**src/rtl/rv32i_irq_pkg.sv**
```systemverilog
// Shared types and helpers for the RV32I interrupt arbiter.
package rv32i_irq_pkg;

  typedef enum logic [1:0] {
    GW_IDLE   = 2'd0,
    GW_PEND   = 2'd1,
    GW_ACTIVE = 2'd2
  } gw_state_e;

  localparam int ID_NONE = 0;

  // Upper bounds used to size the generic priority-extraction helper.
  localparam int MAX_SRC    = 63;
  localparam int PRIO_W_MAX = 8;

  typedef logic [MAX_SRC*PRIO_W_MAX-1:0] prio_vec_t;

  // Extract the w-bit priority of source idx from a packed priority vector.
  // The caller zero-extends its own vector to prio_vec_t and narrows the result.
  function automatic logic [PRIO_W_MAX-1:0] prio_of(input prio_vec_t vec,
                                                   input int idx,
                                                   input int w);
    logic [PRIO_W_MAX-1:0] r;
    r = PRIO_W_MAX'(vec >> (idx * w));
    for (int b = 0; b < PRIO_W_MAX; b++) begin
      if (b >= w) r[b] = 1'b0;
    end
    return r;
  endfunction

endpackage

```
**src/rtl/rv32i_irq_arbiter_if.sv**
```systemverilog
// Claim/complete handshake between the interrupt arbiter and the core.
interface rv32i_irq_arbiter_if #(
  parameter int ID_W   = 6,
  parameter int PRIO_W = 3
);
  logic              irq_req;
  logic [ID_W-1:0]   irq_id;
  logic [PRIO_W-1:0] irq_prio;
  logic              claim_req;
  logic [ID_W-1:0]   claim_id;
  logic              complete_req;
  logic [ID_W-1:0]   complete_id;

  // Core / trap-handler side.
  modport master (
    input  irq_req, irq_id, irq_prio, claim_id,
    output claim_req, complete_req, complete_id
  );

  // Arbiter side.
  modport slave (
    output irq_req, irq_id, irq_prio, claim_id,
    input  claim_req, complete_req, complete_id
  );
endinterface

```
**src/rtl/rv32i_irq_gateway.sv**
```systemverilog
// Per-source interrupt gateway: trigger detection, service FSM and one-deep rearm.
//
// state     | meaning
// ----------+-------------------------------------------------------------
// GW_IDLE   | nothing outstanding; a trigger moves to PEND
// GW_PEND   | waiting to be claimed; further triggers change nothing
// GW_ACTIVE | claimed and in service; edges set rearm, level is ignored
module rv32i_irq_gateway
  import rv32i_irq_pkg::*;
(
  input  logic      clk,
  input  logic      rst,
  input  logic      irq_src,
  input  logic      edge_mode,
  input  logic      claim_hit,
  input  logic      complete_hit,
  output logic      next_pend,
  output gw_state_e state
);

  gw_state_e state_nxt;
  logic      prev_src;
  logic      rearm;
  logic      rearm_nxt;
  logic      trig;

  // prev_src clears on reset so an edge line already high at release counts as an edge.
  assign trig = edge_mode ? (irq_src & ~prev_src) : irq_src;

  // State, rearm flag and previous line sample.
  always_ff @(posedge clk or posedge rst) begin
    if (rst) begin
      state    <= GW_IDLE;
      rearm    <= 1'b0;
      prev_src <= 1'b0;
    end else begin
      state    <= state_nxt;
      rearm    <= rearm_nxt;
      prev_src <= irq_src;
    end
  end

  // Next-state and rearm logic.
  always_comb begin
    state_nxt = state;
    rearm_nxt = rearm;
    case (state)
      GW_IDLE: begin
        if (trig) state_nxt = GW_PEND;
      end
      GW_PEND: begin
        if (claim_hit) begin
          state_nxt = GW_ACTIVE;
          // An edge arriving in the claim cycle is held for after completion.
          rearm_nxt = edge_mode & trig;
        end
      end
      GW_ACTIVE: begin
        if (complete_hit) begin
          state_nxt = (rearm || (edge_mode && trig)) ? GW_PEND : GW_IDLE;
          rearm_nxt = 1'b0;
        end else if (edge_mode && trig) begin
          rearm_nxt = 1'b1;
        end
      end
      default: begin
        state_nxt = GW_IDLE;
        rearm_nxt = 1'b0;
      end
    endcase
  end

  assign next_pend = (state_nxt == GW_PEND);

endmodule

```
**src/rtl/rv32i_irq_arbiter.sv**
```systemverilog
// Interrupt controller top: per-source gateways, priority/threshold arbiter,
// registered request outputs and the claim-ID register.
module rv32i_irq_arbiter
  import rv32i_irq_pkg::*;
#(
  parameter int NUM_SRC = 32,
  parameter int PRIO_W  = 3,
  parameter int ID_W    = 6
) (
  input  logic                      clk,
  input  logic                      rst,
  input  logic [NUM_SRC-1:0]        irq_src,
  input  logic [NUM_SRC-1:0]        src_edge,
  input  logic [NUM_SRC-1:0]        src_en,
  input  logic [NUM_SRC*PRIO_W-1:0] src_prio,
  input  logic [PRIO_W-1:0]         threshold,
  rv32i_irq_arbiter_if.slave        bus
);

  gw_state_e         gw_state [NUM_SRC];
  logic [NUM_SRC-1:0] next_pend;
  logic [NUM_SRC-1:0] claim_hit;
  logic [NUM_SRC-1:0] complete_hit;

  logic              irq_req_q;
  logic [ID_W-1:0]   irq_id_q;
  logic [PRIO_W-1:0] irq_prio_q;
  logic [ID_W-1:0]   claim_id_q;

  logic              win_req;
  logic [ID_W-1:0]   win_id;
  logic [PRIO_W-1:0] win_prio;
  logic [PRIO_W-1:0] best_prio;
  logic [PRIO_W-1:0] cur_prio;

  for (genvar g = 0; g < NUM_SRC; g++) begin : g_gw
    // Claim targets the registered winner; it is always PEND when published.
    assign claim_hit[g]    = bus.claim_req && irq_req_q &&
                             (irq_id_q == ID_W'(g + 1)) &&
                             (gw_state[g] == GW_PEND);
    // Completes for IDs out of range, ID 0, or non-active sources match nothing.
    assign complete_hit[g] = bus.complete_req &&
                             (bus.complete_id == ID_W'(g + 1)) &&
                             (gw_state[g] == GW_ACTIVE);

    rv32i_irq_gateway u_gw (
      .clk          (clk),
      .rst          (rst),
      .irq_src      (irq_src[g]),
      .edge_mode    (src_edge[g]),
      .claim_hit    (claim_hit[g]),
      .complete_hit (complete_hit[g]),
      .next_pend    (next_pend[g]),
      .state        (gw_state[g])
    );
  end

  // Pick the highest-priority eligible next-state-pending source; strict compare
  // keeps the lowest index on ties and starting from threshold enforces prio > threshold.
  always_comb begin
    best_prio = threshold;
    cur_prio  = '0;
    win_id    = ID_W'(ID_NONE);
    for (int i = 0; i < NUM_SRC; i++) begin
      cur_prio = PRIO_W'(prio_of(prio_vec_t'(src_prio), i, PRIO_W));
      if (next_pend[i] && src_en[i] && (cur_prio > best_prio)) begin
        best_prio = cur_prio;
        win_id    = ID_W'(i + 1);
      end
    end
    win_req  = (win_id != ID_W'(ID_NONE));
    win_prio = win_req ? best_prio : '0;
  end

  // Publish the arbitration result and capture the ID handed out on claim.
  always_ff @(posedge clk or posedge rst) begin
    if (rst) begin
      irq_req_q  <= 1'b0;
      irq_id_q   <= '0;
      irq_prio_q <= '0;
      claim_id_q <= '0;
    end else begin
      irq_req_q  <= win_req;
      irq_id_q   <= win_id;
      irq_prio_q <= win_prio;
      if (bus.claim_req) claim_id_q <= irq_req_q ? irq_id_q : ID_W'(ID_NONE);
    end
  end

  assign bus.irq_req  = irq_req_q;
  assign bus.irq_id   = irq_id_q;
  assign bus.irq_prio = irq_prio_q;
  assign bus.claim_id = claim_id_q;

endmodule

```
**src/flat_wrapper.sv**
```systemverilog
// flat-port wrapper written by rule: the top's interface ports become plain ports
module rv32i_irq_arbiter_flat import rv32i_irq_pkg::*;
#(
  parameter int NUM_SRC = 32,
  parameter int PRIO_W  = 3,
  parameter int ID_W    = 6
)
  (clk, rst, irq_src, src_edge, src_en, src_prio, threshold, bus_irq_req, bus_irq_id, bus_irq_prio, bus_claim_id, bus_claim_req, bus_complete_req, bus_complete_id);
  rv32i_irq_arbiter_if #(.ID_W(ID_W), .PRIO_W(PRIO_W)) bus_i ();
  input  logic clk;
  input  logic rst;
  input  logic [NUM_SRC-1:0] irq_src;
  input  logic [NUM_SRC-1:0] src_edge;
  input  logic [NUM_SRC-1:0] src_en;
  input  logic [NUM_SRC*PRIO_W-1:0] src_prio;
  input  logic [PRIO_W-1:0] threshold;
  output wire logic [$bits(bus_i.irq_req)-1:0] bus_irq_req;
  output wire logic [$bits(bus_i.irq_id)-1:0] bus_irq_id;
  output wire logic [$bits(bus_i.irq_prio)-1:0] bus_irq_prio;
  output wire logic [$bits(bus_i.claim_id)-1:0] bus_claim_id;
  input wire logic [$bits(bus_i.claim_req)-1:0] bus_claim_req;
  input wire logic [$bits(bus_i.complete_req)-1:0] bus_complete_req;
  input wire logic [$bits(bus_i.complete_id)-1:0] bus_complete_id;
  assign bus_irq_req = bus_i.irq_req;
  assign bus_irq_id = bus_i.irq_id;
  assign bus_irq_prio = bus_i.irq_prio;
  assign bus_claim_id = bus_i.claim_id;
  assign bus_i.claim_req = bus_claim_req;
  assign bus_i.complete_req = bus_complete_req;
  assign bus_i.complete_id = bus_complete_id;
  rv32i_irq_arbiter #(.NUM_SRC(NUM_SRC), .PRIO_W(PRIO_W), .ID_W(ID_W)) u_core (.clk(clk), .rst(rst), .irq_src(irq_src), .src_edge(src_edge), .src_en(src_en), .src_prio(src_prio), .threshold(threshold), .bus(bus_i));
endmodule
```
**config.mk**
```make
export PLATFORM = sky130hd
export DESIGN_NAME = rv32i_irq_arbiter_flat
export DESIGN_NICKNAME = d
export VERILOG_FILES = /design/src/rtl/rv32i_irq_pkg.sv /design/src/rtl/rv32i_irq_arbiter_if.sv /design/src/rtl/rv32i_irq_gateway.sv /design/src/rtl/rv32i_irq_arbiter.sv /design/src/flat_wrapper.sv
export SDC_FILE = /design/constraint.sdc
export NUM_CORES = 1
export LEC_CHECK = 0
export CAP_MARGIN = 0
export CORE_MARGIN = 5
export CORE_UTILIZATION = 61
export DETAILED_ROUTE_END_ITERATION = 16
export GPL_TIMING_DRIVEN = 0
export PLACE_DENSITY = 0.88
export SLEW_MARGIN = 20
export SYNTH_ARGS = -nofsm -noshare
export SYNTH_HDL_FRONTEND = slang
export SYNTH_SLANG_ARGS = --single-unit
```
**constraint.sdc**
```tcl
create_clock -name clk -period 108.8 [get_ports clk]
set_input_delay 16.32 -clock clk [delete_from_list [all_inputs] [get_ports clk]]
set_output_delay 16.32 -clock clk [all_outputs]
set_load 0.02 [all_outputs]
```
[After elaboration in Yosys (flattened, before gate mapping)]
Cells that the tools add are included.
Word-level totals
  latch bits: 0
  register bits after elaboration: 144
  memories kept: 0
  bits in read-only memories: 0
  bits of input ports: 205
  output and inout port bits: 16
  logic and storage cells: 1192
  memory bits (writable): 0
Operators by class
  mux-type cells: 386
  shift operators: 0
  reduce and logical (&&, ||, !) cells: 322
  magnitude comparators: 32
  divide/modulo/power cells: 0
  equal/unequal tests: 224
  add/subtract/negate cells: 0
  bitwise logic cells: 128
  $mul: 0
Operators with widths (count)
  logical AND 1 bit: 225
  equality test 6 x 5 -> 1 bit, second input constant: 32
  2-to-1 mux 2 bit: 96
  2-to-1 mux 6 bit: 32
  one-hot mux 2 bit (3 select lines): 32
  2-to-1 mux 1 bit: 161
  equality test 2 x 1 -> 1 bit, second input constant: 64
  2-to-1 mux 3 bit: 33
  equality test 6 x 4 -> 1 bit, second input constant: 16
  greater-than comparator 3 bit: 32
  inequality test 3 bit, second input constant: 32
  one-hot mux 1 bit (3 select lines): 32
  AND reduction 3 bit: 32
  AND 1 bit: 64
  equality test 2 bit, second input constant: 32
  zero test 2 bit: 32
  inequality test 2 bit, second input constant: 32
  inverter 1 bit: 64
  equality test 6 x 3 -> 1 bit, second input constant: 8
  logical OR 1 bit: 32
  equality test 6 x 2 -> 1 bit, second input constant: 4
  equality test 6 x 1 -> 1 bit, second input constant: 2
  equality test 6 bit, second input constant: 2
  nonzero test 6 bit: 1

[Logic depth before layout (Yosys ltp)]
  depth in word-level cells: 107
  gate-level depth with buffers: 231
  mapped depth without buffers: 231

[By module]
From an unflattened synthesis, not the netlist that was laid out.
Unflattened totals
  cell total of the unflattened synthesis: 1918
  area, all modules: 15377.2 um2
By module, submodules not included
  rv32i_irq_gateway at u_core.g_gw[15].u_gw ...: area an instance 285.3 um2, sequential area each 100.1 um2, instances 26, cells each 32
  rv32i_irq_arbiter: area an instance 6008.3 um2, sequential area each 400.4 um2, instances 1, cells each 882
  rv32i_irq_gateway at u_core.g_gw[0].u_gw ...: area an instance 325.3 um2, sequential area each 100.1 um2, instances 6, cells each 34

[Least setup slack after synthesis]
No wires, ideal clock.
  path kind: input port to flip-flop
  start point: input bus_complete_id[2]
  end point: register u_core.irq_prio_q[0], in the netlist u_core.bus.irq_prio[0]
  buffers on the path: 1
  arrival: 54.858 ns
  cell stages on the path: 225
  slack: 53.865 ns
  cells stage by stage: buf_2 > or4b_1 > o41ai_2 > nand3_1 > nand3_1 > nand2_1 > o21ai_0 > ha_1 > nor2_1 > a32oi_1 > a21oi_1 > mux2_2 > ha_1 > or2_2 > a21oi_1 > o31a_1 > mux2_2 > ha_1 > (+189 left out) > nand2_1 > ha_1 > nor2b_1 > o21a_1 > o2111ai_1 > nor3_1 > inv_1 > mux2_2 > ha_1 > inv_1 > a21o_1 > a21oi_1 > nor4_1 > inv_1 > nand3_1 > o21ai_0 > a31o_1 > a21oi_1
Between the ends
  cells in the longest elaborated chain, start to end: 104
  elaborated cells between the ends (all ways): 353
  those cells by class: order compare (31); eq/ne (64); mux (129); reduce/logical (129)
RTL lines
  from (decl): RTL line flat_wrapper.sv:23  | input wire logic [$bits(bus_i.complete_id)-1:0] bus_complete_id;
  equality test 6 x 1 -> 1 bit: RTL line rv32i_irq_arbiter.sv:43  | (bus.complete_id == ID_W'(g + 1)) &&
  logical AND 1 bit: RTL line rv32i_irq_arbiter.sv:42  | assign complete_hit[g] = bus.complete_req &&
  logical AND 1 bit: RTL line rv32i_irq_arbiter.sv:43
  2-to-1 mux 2 bit: RTL line rv32i_irq_gateway.sv:59  | if (complete_hit) begin
  one-hot mux 2 bit (3 select lines): RTL line rv32i_irq_gateway.sv:47  | case (state)
  equality test 2 x 1 -> 1 bit: RTL line rv32i_irq_gateway.sv:73  | assign next_pend = (state_nxt == GW_PEND);
  logical AND 1 bit (2 in series): RTL line rv32i_irq_arbiter.sv:66  | if (next_pend[i] && src_en[i] && (cur_prio > best_prio)) begin
  2-to-1 mux 3 bit: RTL line rv32i_irq_arbiter.sv:66
  (+89 left out)
  2-to-1 mux 3 bit: RTL line rv32i_irq_arbiter.sv:66
  greater-than comparator 3 bit: RTL line rv32i_irq_arbiter.sv:66
  logical AND 1 bit: RTL line rv32i_irq_arbiter.sv:66
  2-to-1 mux 6 bit *: RTL line rv32i_irq_arbiter.sv:66
  net u_core.win_id[5]: RTL line rv32i_irq_arbiter.sv:31  | logic [ID_W-1:0] win_id;
  nonzero test 6 bit *: RTL line rv32i_irq_arbiter.sv:71  | win_req = (win_id != ID_W'(ID_NONE));
  2-to-1 mux 3 bit *: RTL line rv32i_irq_arbiter.sv:72  | win_prio = win_req ? best_prio : '0;
  net u_core.win_prio[0]: RTL line rv32i_irq_arbiter.sv:32  | logic [PRIO_W-1:0] win_prio;
  to (signal assigned): RTL line rv32i_irq_arbiter.sv:85  | irq_prio_q <= win_prio;
  to (decl): RTL line rv32i_irq_arbiter.sv:27  | logic [PRIO_W-1:0] irq_prio_q;
Mark *: on every way through the listed nets, which the timed path passes. The rest lies on a longest branch.
A chain may end at the register's enable or synchronous reset.

[Worst setup path in the final report]
  start point: input bus_complete_id[3]
  end point: register u_core.irq_prio_q[0], in the netlist u_core.bus.irq_prio[0]
The elaborated chain is that of the path after synthesis.

==> impl_metrics.sql <==
INSERT INTO impl_metrics (metric_group, metric, value, unit) VALUES
('outcome', 'run_status', 'finished, final reports clean', ''),
('detailed_routing', 'final_antenna_net_count', '0', ''),
('sta', 'layout_worst_path_cycle_share', '56.27', '%'),
('clock_network', 'clock_path_buffers', '2', ''),
('detailed_routing', 'finalWirelength', '46.31', 'mm'),
('detailed_routing', 'first_iter_violations', '1583', ''),
('clock_network', 'cts.sink_count', '144', ''),
('clock_network', 'later_pin_clock_latency_in_the_skew_report', '0.43', 'ns'),
('sta', 'fin_crit', '61.22', 'ns'),
('detailed_routing', 'wire_per_inst', '18.76', 'um'),
('critical_path', 'critical-path-slowest-cell', 'nor4b_1', ''),
('sta', 'fin_skew', '0.009956', 'ns'),
('hold_path', 'timing.hold.worst_path_depth', '1', ''),
('run', 'drv.max_cap_violation_count', '0', ''),
('cells_and_area', 'flow.area_growth_from_synthesis', '22.01', '%'),
('sta', 'slew_headroom', '15.42', '%'),
('die', 'die_area', '0.02762', 'mm2'),
('grt', 'grt_pass1_vias', '15220', ''),
('synth', 'yosys_register_bits', '144', ''),
('grt', 'globalRoute.totalOverflow', '0', ''),
('grt', 'pin_count_of_the_biggest_net_entering_global_routing', '87', ''),
('critical_path', 'worst_ep_arrival_time', '61.57', 'ns'),
('cells_and_area', 'multi_input_comb_area', '0.01049', 'mm2'),
('sta', 'clock.fmax', '0.01633', 'GHz'),
('die', 'die_h', '166.2', 'um'),
('sta', 'final_setup_violation_count', '0', ''),
('clock_network', 'cts_tree', 'done', ''),
('clock_network', 'post_cts_buffers', '0', ''),
('synth', 'synth_seq_area_share', '24.21', '%'),
('die', 'die_w', '166.2', 'um'),
('clock_network', 'post_cts_resize_count', '0', ''),
('die', 'floorplan.rows', '57', ''),
('die', 'floorplan.initialDensity', '61.55', '%'),
('grt', 'initial_antenna_violation_count', '2', ''),
('grt', 'groute.usage.overall', '31.86', '%'),
('cells_and_area', 'layout-drive-gt1-share', '5.646', '%'),
('sta', 'worst-slew-pin-transition', '1.251', 'ns'),
('sta', 'setup_repair_after_global_routing_missed_its_margin', 'no', ''),
('die', 'floorplan.core_area', '0.02418', 'mm2'),
('cells_and_area', 'seq_area', '0.003603', 'mm2'),
('critical_path', 'path_class', 'in2reg', ''),
('critical_path', 'r2r_slack', '63.12', 'ns'),
('sta', 'final_max_slew_viol_count', '0', ''),
('clock_network', 'clk_pin_slew', '0.06', 'ns'),
('power', 'fin_total_pwr', '0.0004912', 'W'),
('synth', 'synth_edf_count', '0', ''),
('cells_and_area', 'final_core_util', '75.10', '%'),
('placement', 'port_buffers', '219', ''),
('die', 'floorplan.io_pins', '221', ''),
('critical_path', 'worstSetupStartpointType', 'input pin', ''),
('clock_network', 'inserted_clock_buffers', '17', ''),
('power', 'vdd_ir_drop_max', '0.02784', 'mV'),
('detailed_routing', 'via_count', '15990', ''),
('cells_and_area', 'fin_nets', '2503', ''),
('grt', 'global_route_wire_length_before_repair', '73.95', 'mm'),
('sta', 'hold_viol', '0', ''),
('detailed_routing', 'avgViaCountPerCell', '6.475', ''),
('cells_and_area', 'final.fill_count', '1795', ''),
('critical_path', 'crit_fanout', '10', ''),
('critical_path', 'worst_path_most_repeated_cell', 'nor2_1', ''),
('detailed_routing', 'drt-pass1-iter-count', '5', ''),
('clock_network', 'htree_num_levels', '4', ''),
('power', 'cellLeakagePower', '8.017', 'nW'),
('synth', 'netlist_cell_types', '108', ''),
('synth', 'mappedNetlistArea', '0.01488', 'mm2'),
('critical_path', 'req_time_crit_path', '109.15', 'ns'),
('critical_path', 'worst_path_largest_cell_delay', '0.83', 'ns'),
('critical_path', 'reg2regPathDepth', '228', ''),
('detailed_routing', 'drc', '0', ''),
('hold_path', 'worstHoldPathType', 'reg2reg', ''),
('synth', 'postSynth.asyncResetShare', '100.0', '%'),
('placement', 'finalWeightedCongestion', '1.031', ''),
('clock_network', 'root_buffer_cell', 'clkbuf_16', ''),
('synth', 'ys_dominant_reg_cell', 'dfrtp_1', ''),
('placement', 'post-dp-hpwl', '36.52', 'mm'),
('synth', 'post_synth.cell_area_avg', '7.861', 'um2'),
('synth', 'synth.net_count', '2264', ''),
('clock_network', 'hold_buffers', '0', ''),
('sta', 'timing.setup.tns', '0', 'ns'),
('critical_path', 'endpoint_kind', 'flop', ''),
('synth', 'yosysWarnings', '0', ''),
('power', 'power_density', '27.05', 'mW/mm2'),
('synth', 'post_synth_inst_count', '1893', '');
-- final cells by class --
type | instances | area share, %
plain buffers | 34 | 0.8820
clock buffers | 20 | 2.515
inverters | 173 | 3.618
multi-input cells | 1542 | 57.77
flip-flops and latches | 144 | 19.85
repair buffers | 220 | 12.22
well taps | 324 | 2.233
diodes | 2 | 0.02756
clock inverters | 10 | 0.8889
-- cells by family (layout without fill, tap and decap cells) --
kind of cell             Yosys count  count (layout)  synth area share [%]
adder cells (fa/ha/maj)          173             173                 14.44
flip-flops                       144             144                 24.21
AND/OR/NAND/NOR                  734             734                 26.05
buffers and inverters            207             457                 5.440
other                              0               2                     0
AO/OA/AOI/OAI                    622             622                 28.92
multiplexers                      13              13                0.9417
-- flip-flops by register name, indices dropped and copies added, names as in the netlist --
signal	count
u_core.g_gw.u_gw.state	64
u_core.g_gw.u_gw.prev_src	32
u_core.g_gw.u_gw.rearm	32
u_core.bus.claim_id	6
u_core.bus.irq_id	6
u_core.bus.irq_prio	3
u_core.bus.irq_req	1
-- worst max-delay path: cells and delay by family --
family | cells | cell delay, ns
muxes | 6 | 2.06
AOI/OAI and AO/OA | 92 | 16.68
adders and majority gates | 35 | 9.65
and+or+nand+nor | 88 | 15.64
buffers and inverters | 5 | 1.16
-- metal layers --
layer	track usage (%)	vias to the layer above	wire [um]
li1	-	7483	-
met1	42.14	7574	19320
met2	52.31	820	21210
met3	5.951	110	4178
met4	11.59	0	1604
met5	0	-	0
-- stage by stage --
step | instances | area, um2 | setup slack (ns) | hold slack, ns
2_1_floorplan | 1893 | 14880 | 53.86 | 0.4404
3_3_place_gp | 2436 | 17480 | 48.47 | 0.4543
3_5_place_dp | 2437 | 17530 | 48.00 | 0.4606
4_1_cts | 2467 | 18140 | 48.10 | 0.4750
5_1_grt | 2469 | 18160 | 43.35 | 0.4930
6_report | 2469 | 18160 | 47.58 | 0.4709
-- synthesized netlist by cell type, types with 19 or more instances --
master | instances | share of area [%]
dfrtp_1 | 144 | 24
nor3_1 | 40 | 1.3
ha_1 | 166 | 14
a21boi_0 | 32 | 1.6
o21a_1 | 20 | 1.0
nor2b_1 | 19 | 0.80
a21oi_1 | 142 | 4.8
nor2_1 | 180 | 4.5
nand2_1 | 191 | 4.8
and2_1 | 27 | 1.1
nand2b_1 | 34 | 1.4
nand4_1 | 29 | 1.2
nand3_1 | 51 | 1.7
a31oi_1 | 33 | 1.4
clkbuf_1 | 22 | 0.55
o211ai_1 | 28 | 1.4
inv_1 | 172 | 4.3
o21ai_0 | 123 | 4.1
-- cells in the final DEF, fill, tap and decap left out, drive strengths merged, types with 34 or more instances in the layout --
master,instances
dfrtp,144
clkbuf,42
nand3,54
a21oi,143
ha,166
o21ai,130
clkdlybuf4s50,219
inv,173
nand2,191
nor3,43
nor2,180
nand2b,34
-- final timing paths --
check / start / end
min in group asynchronous: rst / u_core.g_gw[24].u_gw.state[0]
min: u_core.g_gw[19].u_gw.rearm / u_core.g_gw[19].u_gw.rearm
min reg2reg: u_core.g_gw[19].u_gw.rearm / u_core.g_gw[19].u_gw.rearm
max in group asynchronous: rst / u_core.g_gw[9].u_gw.prev_src
max: bus_complete_id[3] / u_core.bus.irq_prio[0]
max reg2reg: u_core.bus.irq_id[2] / u_core.bus.irq_prio[0]
-- power breakdown --
part / switching, W / total (W) / internal (W) / leakage [nW]
Combinational: 0.000206 / 0.000347 / 0.000142 / 5.88
Clock: 0.0000238 / 0.0000631 / 0.0000393 / 0.294
Sequential: 0.0000138 / 0.0000809 / 0.0000672 / 1.84
Total: 0.000243 / 0.000491 / 0.000248 / 8.02
No activity file was read; power rests on OpenSTA's default activity.
==> variant 1, RTL diff (config.mk and constraints unchanged) <==
Make the reset (`rst`) synchronous in 2 clocked blocks.
--- a/src/rtl/rv32i_irq_gateway.sv
+++ b/src/rtl/rv32i_irq_gateway.sv
@@ -29,5 +29,5 @@
 
   // State, rearm flag and previous line sample.
-  always_ff @(posedge clk or posedge rst) begin
+  always_ff @(posedge clk) begin
     if (rst) begin
       state    <= GW_IDLE;
--- a/src/rtl/rv32i_irq_arbiter.sv
+++ b/src/rtl/rv32i_irq_arbiter.sv
@@ -74,5 +74,5 @@
 
   // Publish the arbitration result and capture the ID handed out on claim.
-  always_ff @(posedge clk or posedge rst) begin
+  always_ff @(posedge clk) begin
     if (rst) begin
       irq_req_q  <= 1'b0;
Formal check against the unedited RTL: not equivalent (a bounded check fails within 4 cycles, from zero or initial values and one cycle with rst high; the reset may be asserted at any time).
==> variant 1 against the unedited design <==
- via count is 1.4% higher
- final area is 3.3% lower
- area after synthesis is 3.6% lower
- global-route usage is 2.0 points higher
- worst setup slack worse by 1.8 ns
- wire length is 2.0% higher
- sequential cell count stayed put
- non-clock buffer count is 2 higher
- synthesized cell count is 3.7% higher
- first-iteration DRC count is 2.8% higher
- worst hold slack worse by 0.015 ns
- die area is 3.4% lower
- critical path type unchanged
- critical endpoint is now u_core.bus.irq_prio[2]
- highest routed layer is now met5
Power is not compared: it rests on default switching activity, and its combinational part moved more than twofold at a synthesized area within 25%.
==> variant 1: results (changes against the unedited design) <==
| Result | Reported | Delta |
| --- | --- | --- |
| Inverters, non-clock | 161 | was 173 |
| First-pass GRT wire length | 73900 um | was 74000 um |
| Met3 demand-to-capacity share in global routing | 6.89% | was 5.95% |
| Multi-input gate share of the layout cell area | 60.9% | was 57.8% |
| Commonest cells in the netlist | nand2_1 (251), nor2_1 (181), ha_1 (165) | was nand2_1 (191), nor2_1 (180), inv_1 (172) |
| Avg Inst Size Synth | 7.31 um2 | was 7.86 um2 |
| Largest cells by area after synthesis | dfxtp_1 (20%), ha_1 (14%), nand2_1 (6.6%) | was dfrtp_1 (24%), ha_1 (14%), nand2_1 (4.8%) |
| Arrival time at the worst endpoint | 63.30 ns | was 61.57 ns |
| Met1 layer usage reported by global route | 40.6% | was 42.1% |
| Nets@finish | 2569 | was 2503 |
| Max Clock Skew | 0.0110 ns | was 0.00996 ns |
| Netlist cell types | 102 | was 108 |
| Run status | complete, no violations | unchanged |
| Vias in the first global route | 15600 | was 15200 |
| Largest net degree at the start of global routing | 17 | was 87 |
| Cell depth of the worst hold path | 2 | was 1 |
| Mean routed wirelength per cell | 18.6 um | was 18.8 um |
| Number of violations reported at the end of detailed-routing iteration 0 | 1628 | was 1583 |
| H-tree Lvls | 4 | unchanged |
| Met2 usage in global routing | 56.4% | was 52.3% |
| Die boundary width | 163 um | was 166 um |
| Nets in the synthesized netlist | 2333 | was 2264 |
| Signal buf overhead | 13.4% | was 13.1% |
| Portion of the layout cell area used by clock cells | 3.57% | was 3.40% |
| Count of clock buffers in the final design | 19 | was 20 |
| Gp weighted congestion | 0.985 | was 1.03 |
| Cell depth of the worst flop-to-flop path | 223 | was 228 |
| Via count | 16200 | was 16000 |
| Sequential share of cell area | 16.4% | was 19.8% |
| Proportion of register bits with asynchronous set or reset after synthesis | 0% | was 100% |
| Signal buffers | 256 | was 254 |
| Register area share after synthesis | 20.1% | was 24.2% |
| Slowest CP cell | nor4_1 | was nor4b_1 |
| Area after DPL | 16900 um2 | was 17500 um2 |
| Total of buffers placed on input and output ports | 217 | was 219 |
| Multi-Input Combinational | 1619 | was 1542 |
| DRT Wirelength | 47200 um | was 46300 um |
| Total GRT Usage | 33.9% | was 31.9% |
-- variant 1: final timing paths --
check / slack (ns) / end / from
worst max-delay path: 45.83 / u_core.bus.irq_prio[2] / bus_complete_req
worst min-delay path: 0.46 / u_core.g_gw[31].u_gw.rearm / u_core.g_gw[31].u_gw.rearm
worst max register to register: 61.49 / u_core.bus.irq_prio[2] / u_core.bus.irq_req
worst min register to register: 0.46 / u_core.g_gw[31].u_gw.rearm / u_core.g_gw[31].u_gw.rearm
-- variant 1: per-layer routing --
metal | wire length (um) | share of wire [%]
met5 | 27 | 0.057
met3 | 5030 | 11
met4 | 2760 | 5.9
met2 | 21500 | 46
met1 | 17900 | 38
-- variant 1: logic make-up after synthesis --
kind of cell	after synthesis	share of synthesized area, %
buf+inv	200	5.45
mux	17	1.28
simple gates	845	29.6
fa+ha+maj	174	15.0
flops	144	20.1
compound gates	583	28.5
==> variant 2, RTL diff (config.mk and constraints unchanged) <==
Without the edit above. `PRIO_W` is set to 3 in 3 places; all go to 2.
--- a/src/rtl/rv32i_irq_arbiter_if.sv
+++ b/src/rtl/rv32i_irq_arbiter_if.sv
@@ -2,5 +2,5 @@
 interface rv32i_irq_arbiter_if #(
   parameter int ID_W   = 6,
-  parameter int PRIO_W = 3
+  parameter int PRIO_W = 2
 );
   logic              irq_req;
--- a/src/rtl/rv32i_irq_arbiter.sv
+++ b/src/rtl/rv32i_irq_arbiter.sv
@@ -5,5 +5,5 @@
 #(
   parameter int NUM_SRC = 32,
-  parameter int PRIO_W  = 3,
+  parameter int PRIO_W  = 2,
   parameter int ID_W    = 6
 ) (
--- a/src/flat_wrapper.sv
+++ b/src/flat_wrapper.sv
@@ -3,5 +3,5 @@
 #(
   parameter int NUM_SRC = 32,
-  parameter int PRIO_W  = 3,
+  parameter int PRIO_W  = 2,
   parameter int ID_W    = 6
 )
Interface: changed (resized bus_irq_prio, src_prio and threshold); port bits go from 221 to 187. The function was not compared with the original's and may differ.
==> variant 2 against the unedited design <==
- area after synthesis is 12% lower
- total power down 12%
- final cell count down 16%
- critical path depth shrank 26
- final area shrank 12%
- synthesized cell count down 17%
- via count decreased by 14%
- sequential cell count is 1 lower
- sequential power fell by 3.3%
- wire length down 10%
- sequential share of layout area grew 2.5 points
- worst setup slack better by 3.0 ns
- first-iteration DRC count down 22%
- core utilization grew 0.78 points
==> variant 2: results (changes against the unedited design) <==
| Result | Reported | Delta |
| --- | --- | --- |
| Total instance count after detailed placement | 2041 | was 2437 |
| Largest cells by area after synthesis | dfrtp_1 (27%), ha_1 (16%), inv_1 (4.6%) | was dfrtp_1 (24%), ha_1 (14%), nand2_1 (4.8%) |
| Leakage Power | 7.18 nW | was 8.02 nW |
| Antenna fix cells | 1 | was 2 |
| Max Clock Skew | 0.0148 ns | was 0.00996 ns |
| Number of violations reported at the end of detailed-routing iteration 0 | 1240 | was 1583 |
| Maximum VDD drop | 0.0000283 V | was 0.0000278 V |
| Portion of the layout cell area used by clock cells | 4.04% | was 3.40% |
| Multi-input gate area in the final layout | 8770 um2 | was 10500 um2 |
| Pin slew with the least headroom to its limit | 1.03 ns | was 1.25 ns |
| Avg Inst Size Synth | 8.30 um2 | was 7.86 um2 |
| Total met2 wirelength after detailed routing | 19400 um | was 21200 um |
| Signal buffers | 224 | was 254 |
| First-pass GRT wire length | 65500 um | was 74000 um |
| Gp weighted congestion | 0.993 | was 1.03 |
| Nets in the synthesized netlist | 1914 | was 2264 |
| Met2 usage in global routing | 55.2% | was 52.3% |
| Commonest cells in the netlist | ha_1 (163), inv_1 (161), nand2_1 (152) | was nand2_1 (191), nor2_1 (180), inv_1 (172) |
| Register area share after synthesis | 27.3% | was 24.2% |
| Count of clock buffers in the final design | 21 | was 20 |
| Layout filler cell count | 1473 | was 1795 |
| Largest net degree at the start of global routing | 88 | was 87 |
| Total GRT Usage | 33.0% | was 31.9% |
| Run status | complete, no violations | unchanged |
| Via count normalized by instance count | 6.61 | was 6.48 |
| Sum of routed wire segments on met1 | 15700 um | was 19300 um |
| Nets@finish | 2120 | was 2503 |
| Mean routed wirelength per cell | 20.0 um | was 18.8 um |
| DR pass1 iterations | 12 | was 5 |
| Inverters, non-clock | 161 | was 173 |
| Ratio of cells with drive above 1 in the final layout | 5.23% | was 5.65% |
| Multi-Input Combinational | 1238 | was 1542 |
| Total of buffers placed on input and output ports | 186 | was 219 |
| Met1 layer usage reported by global route | 39.5% | was 42.1% |
| Worst-case setup slack after placement | 51.16 ns | was 48.00 ns |
| Met3 Wirelength | 4400 um | was 4180 um |
| DRT Wirelength | 41500 um | was 46300 um |
| Switch Pwr | 0.213 mW | was 0.243 mW |
| FFs & Latches | 143 | was 144 |
| Netlist cell types | 92 | was 108 |
| Worst path max stage delay | 0.65 ns | was 0.83 ns |
| Signal buf overhead | 12.8% | was 13.1% |
| Final standard cell area without fillers | 16000 um2 | was 18200 um2 |
-- variant 2: cell types whose count changed after synthesis, sizes merged, moves of 22 or more --
cell / before / now
o21ai: 130 / 86
nor2: 180 / 118
nand2: 191 / 152
nor3: 43 / 21
a21oi: 143 / 84
-- variant 2: cell families (layout without fill, tap and decap cells) --
kind of cell	after synthesis	after routing	share of synthesized area, %
AOI/OAI and AO/OA	445	445	24.0
adders and majority gates	170	170	16.1
buffers and inverters	198	417	5.80
DFF	143	143	27.3
muxes	18	18	1.44
other	0	1	0
and+or+nand+nor	605	605	25.4
-- variant 2: final timing paths --
check                                            from                            end  cells after the start  slack [ns]
min in group asynchronous                         rst      u_core.g_gw[9].u_gw.rearm                      2       16.29
setup / recovery                     bus_complete_req         u_core.bus.irq_prio[0]                    200       50.62
setup reg to reg                 u_core.bus.irq_id[0]         u_core.bus.irq_prio[0]                    199       66.22
max in group asynchronous                         rst  u_core.g_gw[28].u_gw.prev_src                      3       91.70
hold / removal             u_core.g_gw[20].u_gw.rearm     u_core.g_gw[20].u_gw.rearm                      2        0.48
hold reg to reg            u_core.g_gw[20].u_gw.rearm     u_core.g_gw[20].u_gw.rearm                      2        0.48
-- variant 2: power by group through the flow --
stage               clock (mW)  sequential [mW]  combinational [mW]
CTS                     0.0658           0.0777               0.281
finish                  0.0660           0.0782               0.288
global placement             0           0.0775               0.264
floorplan                    0           0.0779               0.201
global route            0.0685           0.0794               0.317
detailed placement           0           0.0784               0.275
-- variant 2: worst max-delay path: cells and delay by family --
family,cells,cell delay (ns)
adders and majority gates,38,10.76
and+or+nand+nor,76,12.61
buffers and inverters,11,1.87
muxes,4,1.33
AOI/OAI and AO/OA,71,15.56
